--- config.mk ---
export PLATFORM = sky130hd
export DESIGN_NAME = uart_rx_fifo_ctrl
export DESIGN_NICKNAME = d
export VERILOG_FILES = /design/src/rtl/uart_rx_fifo_ctrl.sv
export SDC_FILE = /design/constraint.sdc
export NUM_CORES = 1
export LEC_CHECK = 0
export ABC_CLOCK_PERIOD_IN_PS = 3200
export CAP_MARGIN = 10
export CORE_UTILIZATION = 47
export DETAILED_ROUTE_END_ITERATION = 8
export HOLD_SLACK_MARGIN = 0.1
export MAX_ROUTING_LAYER = met4
export PLACE_DENSITY = 0.87
export REMOVE_ABC_BUFFERS = 1
export SYNTH_ARGS = -nofsm -noshare
export SYNTH_HDL_FRONTEND = slang
export SYNTH_SLANG_ARGS = --single-unit
export TNS_END_PERCENT = 1
--- constraint.sdc ---
create_clock -name clk -period 3.2 [get_ports clk]
set_input_delay 0.64 -clock clk [delete_from_list [all_inputs] [get_ports clk]]
set_output_delay 0.64 -clock clk [all_outputs]
set_load 0.02 [all_outputs]
--- src/rtl/uart_rx_fifo_ctrl.sv ---
// uart_rx_fifo_ctrl
// Purpose: glue between the UART receive shifter, an 8-deep FWFT RX FIFO and
// the APB register block. Completed frames are registered and written into
// the FIFO one cycle later. APB reads of the RX data register pop the FIFO
// and return the head word. The block also tracks FIFO occupancy, flushes
// the FIFO on request, and raises the threshold, timeout and overrun flags.
// Ports:
//   clk, rst                 system clock, asynchronous active-high reset
//   rx_en, rx_done, rx_frame frame input from the receiver ({ferr, perr, data})
//   char_tick                one pulse per character time, drives the timeout
//   flush                    discard the FIFO contents
//   trig_level               threshold level, 0 disables irq_thr
//   ovr_clr                  clears the sticky ovr and rd_underflow flags
//   rd_req / rd_ack          APB read request and data-valid strobe
//   rd_data/rd_perr/rd_ferr  popped word, valid with rd_ack
//   fifo_wr/fifo_din         FIFO write side
//   fifo_rd/fifo_dout        FIFO pop side (head word shown before the pop)
//   fifo_full/fifo_empty     FIFO status flags
//   fifo_rst_n               active-low FIFO clear, held low while flushing
//   level                    FIFO occupancy 0..8
//   irq_thr/irq_to/ovr/rd_underflow  interrupt and status flags
module uart_rx_fifo_ctrl #(
  parameter int DATA_WIDTH    = 10,
  parameter int POINTER_WIDTH = 3,
  parameter int TIMEOUT_CHARS = 4,
  parameter int TO_WIDTH      = 3
) (
  input  logic                     clk,
  input  logic                     rst,
  input  logic                     rx_en,
  input  logic                     rx_done,
  input  logic [DATA_WIDTH-1:0]    rx_frame,
  input  logic                     char_tick,
  input  logic                     flush,
  input  logic [POINTER_WIDTH:0]   trig_level,
  input  logic                     ovr_clr,
  input  logic                     rd_req,
  output logic                     rd_ack,
  output logic [7:0]               rd_data,
  output logic                     rd_perr,
  output logic                     rd_ferr,
  output logic                     fifo_wr,
  output logic [DATA_WIDTH-1:0]    fifo_din,
  output logic                     fifo_rd,
  input  logic [DATA_WIDTH-1:0]    fifo_dout,
  input  logic                     fifo_full,
  input  logic                     fifo_empty,
  output logic                     fifo_rst_n,
  output logic [POINTER_WIDTH:0]   level,
  output logic                     irq_thr,
  output logic                     irq_to,
  output logic                     ovr,
  output logic                     rd_underflow
);

  localparam logic [1:0] IDLE  = 2'd0;
  localparam logic [1:0] POP   = 2'd1;
  localparam logic [1:0] ACK   = 2'd2;
  localparam logic [1:0] FLUSH = 2'd3;

  localparam logic [POINTER_WIDTH:0] DEPTH   = {1'b1, {POINTER_WIDTH{1'b0}}};
  localparam logic [POINTER_WIDTH:0] LVL_ONE = {{POINTER_WIDTH{1'b0}}, 1'b1};
  localparam logic [TO_WIDTH-1:0]    TO_MAX  = TO_WIDTH'(TIMEOUT_CHARS);
  localparam logic [TO_WIDTH-1:0]    TO_ONE  = {{(TO_WIDTH-1){1'b0}}, 1'b1};

  logic [1:0]               state_q, state_d;
  logic                     flush_cnt_q, flush_cnt_d;
  logic                     wr_pend_q, wr_pend_d;
  logic [DATA_WIDTH-1:0]    din_q, din_d;
  logic [POINTER_WIDTH:0]   level_q, level_d;
  logic [TO_WIDTH-1:0]      to_cnt_q, to_cnt_d;
  logic                     irq_thr_q, irq_thr_d;
  logic                     irq_to_q, irq_to_d;
  logic                     ovr_q, ovr_d;
  logic                     udf_q, udf_d;
  logic [7:0]               rd_data_q, rd_data_d;
  logic                     rd_perr_q, rd_perr_d;
  logic                     rd_ferr_q, rd_ferr_d;

  logic flushing;
  logic accept;
  logic wr_blocked;
  logic empty_read;

  // A flush request takes effect in the cycle it arrives, so writes, pops
  // and acks that would otherwise happen in that cycle are suppressed.
  assign flushing   = flush | (state_q == FLUSH);
  assign accept     = rx_done & rx_en & ~flushing;
  assign fifo_wr    = wr_pend_q & ~fifo_full & ~flush;
  assign wr_blocked = wr_pend_q & fifo_full & ~flush;
  assign fifo_rd    = (state_q == POP) & ~flush;
  assign rd_ack     = (state_q == ACK) & ~flush;
  assign empty_read = (state_q == IDLE) & rd_req & fifo_empty & ~flush;
  assign fifo_rst_n = (state_q != FLUSH);

  assign fifo_din     = din_q;
  assign level        = level_q;
  assign irq_thr      = irq_thr_q;
  assign irq_to       = irq_to_q;
  assign ovr          = ovr_q;
  assign rd_underflow = udf_q;
  assign rd_data      = rd_data_q;
  assign rd_perr      = rd_perr_q;
  assign rd_ferr      = rd_ferr_q;

  // Read sequencer. A read of an empty FIFO skips POP and acks with zeros.
  // FLUSH always lasts two cycles; a new flush pulse restarts it.
  always_comb begin
    state_d     = state_q;
    flush_cnt_d = flush_cnt_q;
    if (flush) begin
      state_d     = FLUSH;
      flush_cnt_d = 1'b0;
    end else begin
      case (state_q)
        IDLE:    if (rd_req) state_d = fifo_empty ? ACK : POP;
        POP:     state_d = ACK;
        ACK:     state_d = IDLE;
        FLUSH: begin
          if (flush_cnt_q) state_d = IDLE;
          else             flush_cnt_d = 1'b1;
        end
        default: state_d = IDLE;
      endcase
    end
  end

  // Write path: the frame is held for one cycle and written only if the
  // FIFO is not full in that cycle; a blocked write is counted as overrun.
  always_comb begin
    wr_pend_d = accept;
    din_d     = accept ? rx_frame : din_q;
  end

  // Occupancy and character timeout. The timeout only runs while data is
  // waiting and nothing is moving in or out of the FIFO.
  always_comb begin
    level_d = level_q;
    if (flushing)
      level_d = '0;
    else if (fifo_wr && !fifo_rd && level_q != DEPTH)
      level_d = level_q + LVL_ONE;
    else if (fifo_rd && !fifo_wr && level_q != '0)
      level_d = level_q - LVL_ONE;

    to_cnt_d = to_cnt_q;
    if (flushing || fifo_wr || fifo_rd || level_q == '0)
      to_cnt_d = '0;
    else if (char_tick && to_cnt_q != TO_MAX)
      to_cnt_d = to_cnt_q + TO_ONE;

    irq_to_d = irq_to_q;
    if (flushing || fifo_wr || fifo_rd)
      irq_to_d = 1'b0;
    else if (to_cnt_d == TO_MAX)
      irq_to_d = 1'b1;
  end

  // Sticky flags (a new set beats a simultaneous clear), the threshold
  // interrupt, and capture of the popped word.
  always_comb begin
    irq_thr_d = rx_en & (trig_level != '0) & (level_q >= trig_level);

    ovr_d = ovr_q;
    if (wr_blocked)   ovr_d = 1'b1;
    else if (ovr_clr) ovr_d = 1'b0;

    udf_d = udf_q;
    if (empty_read)   udf_d = 1'b1;
    else if (ovr_clr) udf_d = 1'b0;

    rd_data_d = rd_data_q;
    rd_perr_d = rd_perr_q;
    rd_ferr_d = rd_ferr_q;
    if (fifo_rd) begin
      rd_data_d = fifo_dout[7:0];
      rd_perr_d = fifo_dout[8];
      rd_ferr_d = fifo_dout[9];
    end else if (empty_read) begin
      rd_data_d = '0;
      rd_perr_d = 1'b0;
      rd_ferr_d = 1'b0;
    end
  end

  // State registers.
  always_ff @(posedge clk or posedge rst) begin
    if (rst) begin
      state_q     <= IDLE;
      flush_cnt_q <= 1'b0;
      wr_pend_q   <= 1'b0;
      din_q       <= '0;
      level_q     <= '0;
      to_cnt_q    <= '0;
      irq_thr_q   <= 1'b0;
      irq_to_q    <= 1'b0;
      ovr_q       <= 1'b0;
      udf_q       <= 1'b0;
      rd_data_q   <= '0;
      rd_perr_q   <= 1'b0;
      rd_ferr_q   <= 1'b0;
    end else begin
      state_q     <= state_d;
      flush_cnt_q <= flush_cnt_d;
      wr_pend_q   <= wr_pend_d;
      din_q       <= din_d;
      level_q     <= level_d;
      to_cnt_q    <= to_cnt_d;
      irq_thr_q   <= irq_thr_d;
      irq_to_q    <= irq_to_d;
      ovr_q       <= ovr_d;
      udf_q       <= udf_d;
      rd_data_q   <= rd_data_d;
      rd_perr_q   <= rd_perr_d;
      rd_ferr_q   <= rd_ferr_d;
    end
  end

endmodule
==> impl_results.md <==
* Post-synthesis cell count at 155
* Final Power at 0.001395 W
* Maximum vdd drop at 0.4155 mV
* RePlAce Congestion at 0.9228
* Internal power at about 0.00096 W
* Comb pwr share at 0.364
* Clk sinks at 35
* Routed WL at roughly 4200 um
* Ant diodes at 0
* Crit path max-delay cell type: clkdlybuf4s50_1
* Num CTS Buffers at 5
* Post-cts gate resize count at 0
* CP Max Fanout at 13
* Req. time, crit path at 2560 ps
* Number of synthesized register bits at 35
* Post-layout instance area at 2527 sq um
* Net Sw Frac at 0.3140
* Primary FF master, synth: dfrtp_1
* Net switching power at around 0.00044 W
* Min-delay src: rd_data[4]
* Layout cell share with drive strength beyond 1 at 0.1166
* Total gr overflow at 0
* Max Clock Freq at 348.5 MHz
* CTS hold repair buffers at 0
* Setup repair after global routing missed its margin: no
* Post-route ant nets at 0
* Asr flop ratio synth at 1.000
* IO Port Bufs at 65
* # rows at 21
* Power Dens Cells at 551.7 nW/um^2
* Critical path buffers and inverters at 3
* Crit Reg-Reg Startpoint: state_q[1]
* FF-to-FF setup slack at 740 ps
* Largest stage delay, worst path at 670 ps
* CP Data Arrival Time at 2230 ps
* Crit path cell chain: clkdlybuf4s50_1 > buf_4 > nor3b_1 > clkdlybuf4s50_1
* Post-synthesis sequential area ratio at 0.4993
* Die area at 3980 sq um
* Area Overhead vs Synth at 44.08%
* Setup_tns at 0 ps
* Via/cell ratio at 5.431
* Clock root cell: clkbuf_8
* CP Launch Type: primary input
* Hold slack at 500.1 ps
* Detail Placement HPWL at 3093 um
* Core Box Area at 3442 sq um
* WP depth at 4
* Initial DRC count at slightly below 50
* Status: complete, no violations
* Worst Skew at roughly 1.9 ps
* Yosys warns at 0
* WL/cell at 15.72 um
* Vias in the first global route at 1583
* Setup Buffers After CTS at 0
* Lkg Pwr at 1.086 nW
* Yosys cell types at 43
* Max-cap violation count at 0
* CTS clk-pin slew, worst paths at approximately 60 ps
* Worst hold path depth at 1
* Placement Cell Area at 2455 sq um
* Nets@finish at 267
* Clk_lat worst skew at 280 ps
* Max clock buf depth at 2
* First-pass GRT wire length at 7100 um
* Final Setup Violations at 0
* Syn Std Cell Area at 1754 sq um
* Final Hold Violating Endpoints at 0
* Worst setup EP type: output pin
* TritonCTS clock tree: yes
* Die boundary height at around 63 um
* Hold Crit Endpoint: rd_data[4]
* Via count at 1461
* DIE WIDTH at around 63 um
* TritonRoute pass-1 iters at 4
* Number of top-level pins at 66
* Slew @ Worst Pin at around 570 ps
* Tmin final at 2869 ps
* CP most frequent cell: clkdlybuf4s50_1
* Clk pwr share at 0.209
* H-tree depth at 2
* Final clock period utilization by the worst path at 0.8967
* Gr usage total at 0.2402
* Slew headroom at 0.6146
* Number of synthesized flops with an enable pin at 0
* Syn Area/Cell at 11.32 sq um
* Initial core utilization at 0.5096
* Initial antenna violation count at 0
* DRC viols at 0
* WS Path Type: primary input to output pin
* Critical R2R Capture: level[3]
* FF-to-FF path depth at 8
* Delay-heaviest family, CP: buffers and inverters
* Max-slew violations at 0
* HP Class: register to register
* Reg power frac at 0.427
* Largest net degree at the start of global routing at 36
[cells by family (layout without fill, tap and decap cells)]
group	Yosys count	in the layout	share of synthesized area
DFF	35	35	0.4993
AOI/OAI and AO/OA	36	36	0.1541
muxes	13	13	0.08916
and+or+nand+nor	40	40	0.1270
buffers and inverters	19	87	0.04707
adders and majority gates	9	9	0.06848
xor gates and xnor gates	3	3	0.01498
[flip-flops by register name (all words and copies together), names as in the netlist]
name and count:
irq_to 1, irq_thr 1, ovr 1, to_cnt_q 3
state_q 2, rd_ferr 1, rd_perr 1, flush_cnt_q 1
rd_underflow 1, wr_pend_q 1, level 4, fifo_din 10
rd_data 8
[worst max path at each step]
stage          startpoint       end  slack, ps
2_1_floorplan       flush  level[3]        270
3_3_place_gp        flush  level[3]        240
3_5_place_dp    fifo_full  level[3]        110
4_1_cts             flush   fifo_rd        320
5_1_grt         fifo_full  level[3]        270
6_report            flush   fifo_rd        330
[placed cells by master, fill, tap and decap left out, types with 2 or more instances in the layout]
cell type	n
nor3_1	7
nor3b_1	4
a21o_1	2
a21boi_0	2
clkbuf_8	5
xnor2_1	3
clkdlybuf4s50_1	65
nand2b_1	2
ha_1	8
mux2_2	11
nor2b_1	3
inv_1	12
dfrtp_1	35
nand2_1	4
o21ai_0	2
a22o_1	10
nor2_1	10
a21oi_1	8
buf_4	4
and3_1	2
[per-stage QoR]
stage	std cells	setup slack, ps	utilization
after floorplan	148	274.3	-
after global placement	263	242.3	0.7132
after detailed placement	263	108.2	0.7132
after CTS	269	321.7	0.7343
after global routing	269	266.4	0.7343
final	269	330.6	0.7343
[cell type report]
class	count	area, sq um
clock buffers	6	72.57
well taps	46	57.56
repair buffers	69	680.7
inverters	12	45.04
flip-flops and latches	35	875.8
fillers	236	914.6
multi-input cells	101	795.8
[routing by layer]
| metal | share of wire | global-route usage | up-vias | wire (um) |
|---|---|---|---|---|
| met2 | 0.50 | 0.4073 | 68 | 2100 |
| met4 | 0.014 | 0.08140 | 0 | 61 |
| li1 | - | - | 689 | - |
| met5 | 0 | - | - | 0 |
| met1 | 0.42 | 0.2688 | 697 | 1777 |
| met3 | 0.069 | 0.07065 | 7 | 290 |
[cells in the mapped netlist, types with 3 or more instances]
master | n | area [sq um]
nor3b_1 | 4 | 30.03
a21oi_1 | 8 | 40.04
xnor2_1 | 3 | 26.28
buf_2 | 3 | 15.01
nor2_1 | 10 | 37.54
inv_1 | 12 | 45.04
dfrtp_1 | 35 | 875.8
nor3_1 | 7 | 35.03
a22o_1 | 10 | 87.58
mux2_2 | 11 | 123.9
ha_1 | 8 | 100.1
nor2b_1 | 3 | 18.77
nand2_1 | 4 | 15.01
[power groups by stage]
stage          Combinational, W  Sequential (W)  Clock (W)
6_report               0.000508        0.000596   0.000291
4_1_cts                0.000512        0.000596   0.000297
5_1_grt                0.000539        0.000609   0.000317
3_5_place_dp           0.000511        0.000600          0
3_3_place_gp           0.000498        0.000596          0
2_1_floorplan          0.000142        0.000700          0
Note: power is estimated with default switching activity, not from simulation.
